<file path="src/rtl/shift_reg_univ.sv">
// Universal shift register: parallel load plus multi-position fill/arithmetic/rotate
// shifts under a start/busy/done handshake. Define SHIFT_REG_UNIV_OVF_EN for the ovf flag.
module shift_reg_univ #(
    parameter int WIDTH = 8,
    parameter int AMT_W = 4
) (
    input  logic             clk,
    input  logic             rst,
    input  logic [WIDTH-1:0] IN,
    input  logic             load,
    input  logic             start,
    input  logic             dr,
    input  logic [1:0]       kind,
    input  logic             sin,
    input  logic [AMT_W-1:0] amt,
    output logic             busy,
    output logic             done,
    output logic [WIDTH-1:0] o,
    output logic             msb,
    output logic             lsb,
    output logic             shout,
    output logic             ovf
);

    typedef enum logic [1:0] {
        S_IDLE  = 2'b00,
        S_SHIFT = 2'b01,
        S_DONE  = 2'b10
    } state_t;

    localparam logic [1:0] K_FILL  = 2'b00;
    localparam logic [1:0] K_ARITH = 2'b01;
    localparam logic [1:0] K_ROT   = 2'b10;

    // Operation parameters captured when start is accepted
    typedef struct packed {
        logic       dr;
        logic [1:0] kind;
        logic       sin;
    } op_t;

    state_t           state, state_nxt;
    op_t              op;
    logic [WIDTH-1:0] o_r;
    logic [WIDTH-1:0] shifted;
    logic [AMT_W-1:0] cnt;
    logic             shout_r;
    logic             fill_bit;
    logic             out_bit;
    logic             accept_load;
    logic             accept_start;

    assign accept_load  = (state == S_IDLE) && load;
    assign accept_start = (state == S_IDLE) && start && !load;

    always_comb begin
        state_nxt = state;
        case (state)
            S_IDLE:  if (accept_start) state_nxt = (amt == '0) ? S_DONE : S_SHIFT;
            S_SHIFT: if (cnt == AMT_W'(1)) state_nxt = S_DONE;
            S_DONE:  state_nxt = S_IDLE;
            default: state_nxt = S_IDLE;
        endcase
    end

    // One-position shift of the current contents according to the latched op
    always_comb begin
        fill_bit = 1'b0;
        out_bit  = 1'b0;
        shifted  = o_r;
        if (op.dr) begin
            out_bit = o_r[WIDTH-1];
            case (op.kind)
                K_FILL:  fill_bit = op.sin;
                K_ROT:   fill_bit = o_r[WIDTH-1];
                default: fill_bit = 1'b0;
            endcase
            shifted = {o_r[WIDTH-2:0], fill_bit};
        end else begin
            out_bit = o_r[0];
            case (op.kind)
                K_FILL:  fill_bit = op.sin;
                K_ARITH: fill_bit = o_r[WIDTH-1];
                K_ROT:   fill_bit = o_r[0];
                default: fill_bit = 1'b0;
            endcase
            shifted = {fill_bit, o_r[WIDTH-1:1]};
        end
    end

    always_ff @(posedge clk) begin
        if (rst) begin
            state   <= S_IDLE;
            o_r     <= '0;
            shout_r <= 1'b0;
            cnt     <= '0;
            op      <= '0;
        end else begin
            state <= state_nxt;
            if (accept_load) begin
                o_r     <= IN;
                shout_r <= 1'b0;
            end else if (accept_start) begin
                op.dr   <= dr;
                // kind 11 behaves as serial fill
                op.kind <= (kind == 2'b11) ? K_FILL : kind;
                op.sin  <= sin;
                cnt     <= amt;
            end else if (state == S_SHIFT) begin
                o_r     <= shifted;
                shout_r <= out_bit;
                cnt     <= cnt - AMT_W'(1);
            end
        end
    end

`ifdef SHIFT_REG_UNIV_OVF_EN
    logic ovf_r;

    // Sticky for the whole operation: any sign change during an arithmetic left sets it
    always_ff @(posedge clk) begin
        if (rst) begin
            ovf_r <= 1'b0;
        end else if (accept_load || accept_start) begin
            ovf_r <= 1'b0;
        end else if (state == S_SHIFT && op.dr && op.kind == K_ARITH &&
                     (o_r[WIDTH-1] != o_r[WIDTH-2])) begin
            ovf_r <= 1'b1;
        end
    end

    assign ovf = ovf_r;
`else
    assign ovf = 1'b0;
`endif

    assign busy  = (state == S_SHIFT);
    assign done  = (state == S_DONE);
    assign o     = o_r;
    assign msb   = o_r[WIDTH-1];
    assign lsb   = o_r[0];
    assign shout = shout_r;

endmodule

</file>
<file path="config.mk">
export PLATFORM = sky130hd
export DESIGN_NAME = shift_reg_univ
export DESIGN_NICKNAME = d
export VERILOG_FILES = /design/src/rtl/shift_reg_univ.sv
export SDC_FILE = /design/constraint.sdc
export NUM_CORES = 1
export LEC_CHECK = 0
export ABC_AREA = 1
export BUFFER_PORTS_ARGS = -buffer_cell sky130_fd_sc_hd__buf_2
export CORE_MARGIN = 1
export CORE_UTILIZATION = 34
export DETAILED_ROUTE_END_ITERATION = 16
export HOLD_SLACK_MARGIN = 0.08
export SYNTH_ARGS = -nofsm -noshare
export SYNTH_HDL_FRONTEND = slang
export SYNTH_SLANG_ARGS = --single-unit
</file>
<file path="constraint.sdc">
create_clock -name clk -period 1 [get_ports clk]
set_input_delay 0 -clock clk [delete_from_list [all_inputs] [get_ports clk]]
set_output_delay 0 -clock clk [all_outputs]
set_load 0.005 [all_outputs]
</file>
==> metrics.log <==
INFO  metric netlist-cell-type-count = 21
INFO  metric area_growth_from_synthesis_to_layout = 62.3%
INFO  metric rsz_0062_raised_after_global_routing = true
INFO  metric min_path_type = in2reg
INFO  metric numClockSinks = 19
INFO  metric worst_hold_end = o[0]
INFO  metric number_of_synthesized_register_bits = 19
INFO  metric slew_viol_final = 0
INFO  metric fin_crit_sh = 1.10
INFO  metric switching_share_of_power = 0.335
INFO  metric drtIter0Drc = 34
INFO  metric design.die.area = around 3400 sq um
INFO  metric cts_root_buf = sky130_fd_sc_hd__clkbuf_4
INFO  metric initial_antenna_violation_count = 0
INFO  metric initial_core_util = 0.357
INFO  metric worst-endpoint-arrival = 1.10 ns
INFO  metric setup_tns = -0.994 ns
INFO  metric drt_first_pass_iters = 4
INFO  metric ys_warn_count = 0
INFO  metric timing.final.crit_period = between 1 and 1.5 ns
INFO  metric placement.io_buffers = 32
INFO  metric multiInputGateArea = about 680 sq um
INFO  metric grt_overflow_total = 0
INFO  metric timing.reg2reg.worst_path_depth = 6
INFO  metric worst_hold_path.num_cells = 4
INFO  metric cpMostUsedCell = sky130_fd_sc_hd__buf_6
INFO  metric tritoncts = yes
INFO  metric cts.reportedPaths.clkPinSlew = 0.11 ns
INFO  metric worstSetupStartpointType = flop
INFO  metric violations = setup timing
INFO  metric timing.final.ws_setup = -0.0965 ns
INFO  metric ios = 34
INFO  metric cap_violations = 0
INFO  metric p_comb_frac = 0.364
INFO  metric rr_startpoint = state[0]
INFO  metric place.gp.congestion = 0.801
INFO  metric route.detailed.vias_per_inst = between 4 and 5
INFO  metric coreArea = about 3100 sq um
INFO  metric placement.setup.worst_slack = -0.185 ns
INFO  metric intPower = between 1000 and 1500 uW
INFO  metric hp-start = IN[0]
INFO  metric drt.antenna.violating_nets = 0
INFO  metric grtUsageTotal = 0.198
INFO  metric fmax = slightly above 900 MHz
INFO  metric final_design_area_no_fill = between 1500 and 2000 sq um
INFO  metric synthesis.nets = between 150 and 200
INFO  metric pwr-share-seq = 0.445
INFO  metric synth-seq-area-share = 0.349
INFO  metric fraction_of_layout_instances_using_a_drive_strength_above_1 = 0.396
INFO  metric number_of_cts_inserted_buffers = 3
INFO  metric fin_total_pwr = just over 2000 uW
INFO  metric max_stage_delay = around 0.4 ns
INFO  metric path_cells = inv_6 -> nand2_8 -> inv_8 -> buf_6 -> buf_6
INFO  metric post_synth.cell_area_avg = between 6 and 7 sq um
INFO  metric worst_path_max_delay_cell = sky130_fd_sc_hd__dfxtp_4
INFO  metric placement_rows = 20
INFO  metric die_width = a little under 60 um
INFO  metric critical_path.endpoint_type = output port
INFO  metric worst-setup-path-type = reg2out
INFO  metric hold_viol_final = 0
INFO  metric path_max_fanout = 4
INFO  metric clock-skew-final = about 0.0011 ns
INFO  metric grt_pass1_vias = about 1.2k
INFO  metric final.fill_count = a little under 300
INFO  metric cts-htree-levels = 1
INFO  metric finalWirelength = about 3.2 mm
INFO  metric worst_skew_late_latency = ~0.30 ns
INFO  metric routed_wire_length_per_instance = ~12 um
INFO  metric post-dp-hpwl = about 2.2 mm
INFO  metric grt_max_degree = 12
INFO  metric remaining_drc_errors = 0
INFO  metric global_route_wire_length_before_repair = ~5.2 mm
INFO  metric setup_viol = 21
INFO  metric synth.cell_area = around 1100 sq um
INFO  metric clock_path_buffers = 2
INFO  metric power_switching = 688 uW
INFO  metric clock_power_share = 0.191
INFO  metric cp.required = 1.00 ns
INFO  metric syn_inst = 163
INFO  metric chipHeight = about 60 um
INFO  metric n_antenna_cell = 0
INFO  metric number_of_nets_at_the_end_of_the_flow = 250
INFO  metric routed-via-count = 1,284
INFO  metric post_dp_cell_area = 1370 sq um
INFO  metric r2r_setup_slack = -0.09 ns
INFO  metric worstReg2RegEnd = o[3]
INFO  metric run_status = complete, but fails checks
INFO  metric power_per_cell_area = between 1000 and 1500 nW/um^2
INFO  metric vdd.ir_drop.worst = approximately 0.00074 V
INFO  metric final-seq-area = 392 sq um
INFO  metric cell_count_after_placement = roughly 250
INFO  metric p_leak = 0.000806 uW
INFO  metric final-instance-count-excl-fill = 271
==> registers in the layout, summed over array words and instances, names as in the netlist <==
register / flops
shout: 1
o: 8
cnt: 4
state: 2
op: 4
==> synth_stat cells <==
library cell               count  share of area
sky130_fd_sc_hd__nand2_4       1          0.010
sky130_fd_sc_hd__o21ai_0      18          0.083
sky130_fd_sc_hd__conb_1        1         0.0034
sky130_fd_sc_hd__buf_6         2          0.021
sky130_fd_sc_hd__nor2_4        1          0.010
sky130_fd_sc_hd__a31oi_1       1         0.0057
sky130_fd_sc_hd__buf_4         4          0.028
sky130_fd_sc_hd__a21oi_1      19          0.087
sky130_fd_sc_hd__nand3_1      17          0.078
sky130_fd_sc_hd__inv_2         2         0.0069
sky130_fd_sc_hd__inv_1        17          0.059
sky130_fd_sc_hd__nor3_1        1         0.0046
sky130_fd_sc_hd__nand2_2       3          0.017
sky130_fd_sc_hd__o21ai_1       1         0.0046
sky130_fd_sc_hd__o21a_1        1         0.0069
sky130_fd_sc_hd__ha_1          2          0.023
sky130_fd_sc_hd__nor2_1       18          0.062
sky130_fd_sc_hd__buf_2         3          0.014
sky130_fd_sc_hd__dfxtp_1      19           0.35
sky130_fd_sc_hd__o211ai_1      5          0.034
sky130_fd_sc_hd__nand2_1      27          0.093
==> power by group through the flow <==
stage | registers (uW) | logic, uW | clock network, uW
floorplan | 905 | 348 | 0
global placement | 918 | 548 | 0
detailed placement | 921 | 559 | 0
CTS | 910 | 695 | 410
global route | 926 | 831 | 439
finish | 913 | 748 | 393
==> stage by stage <==
| step | hold WS [ns] | utilization |
|---|---|---|
| 3_3_place_gp | 0.241 | 0.449 |
| 6_report | 0.0778 | 0.580 |
| 4_1_cts | 0.0863 | 0.556 |
| 2_1_floorplan | 0.0691 | - |
| 5_1_grt | 0.0999 | 0.580 |
| 3_5_place_dp | 0.259 | 0.449 |
==> cell type report <==
class | count | share of cell area
clock buffers | 4 | 0.0149
flip-flops and latches | 19 | 0.221
well taps | 44 | 0.0311
repair buffers | 69 | 0.300
multi-input cells | 116 | 0.384
inverters | 19 | 0.0488
==> routing by layer <==
metal / vias up / wire length, um / GRT usage
met4: 0 / 24 / 0.0272
met3: 4 / 147 / 0.0440
met2: 37 / 1620 / 0.389
li1: 666 / - / -
met1: 577 / 1400 / 0.220
met5: - / 0 / 0
==> worst max-delay path, delay by kind of cell, from the launching register on <==
kind	cells	cell delay, ns
flops	1	0.40
buf+inv	4	0.30
simple gates	1	0.09
==> repair_timing <==
action                                  CTS  global route
endpoints found under the hold margin    18             0
resized for setup                        37            20
buffers inserted                          3             2
endpoints found under the setup margin   21            21
pin swaps                                 2             4
hold buffers                             16             0
==> cells by family after synthesis <==
kind of cell | Yosys count | synth area share
simple gates | 68 | 0.276
compound gates | 45 | 0.222
buf+inv | 28 | 0.127
flops | 19 | 0.349
fa+ha+maj | 2 | 0.0230
other cells | 1 | 0.00344
==> cells in the final DEF, fill, tap and decap left out, types with 10 or more instances in the layout <==
cell / synthesis / layout
sky130_fd_sc_hd__buf_2: 3 / 31
sky130_fd_sc_hd__nand2_1: 27 / 22
sky130_fd_sc_hd__nor2_1: 18 / 16
sky130_fd_sc_hd__dlygate4sd3_1: 0 / 16
sky130_fd_sc_hd__nand3_1: 17 / 15
sky130_fd_sc_hd__inv_1: 17 / 14
sky130_fd_sc_hd__a21oi_1: 19 / 14
sky130_fd_sc_hd__dfxtp_1: 19 / 14
sky130_fd_sc_hd__buf_4: 4 / 11
sky130_fd_sc_hd__o21ai_1: 1 / 10
sky130_fd_sc_hd__buf_6: 2 / 10
==> worst max path at each step <==
stage	end	from	slack (ns)
detailed placement	cnt[0]	state[0]	-0.19
global route	o[3]	state[0]	-0.14
floorplan	o[3]	state[0]	-0.03
CTS	o[3]	state[0]	-0.08
global placement	cnt[0]	state[0]	-0.13
finish	busy	state[1]	-0.1
Note: power is estimated with default switching activity, not from simulation.
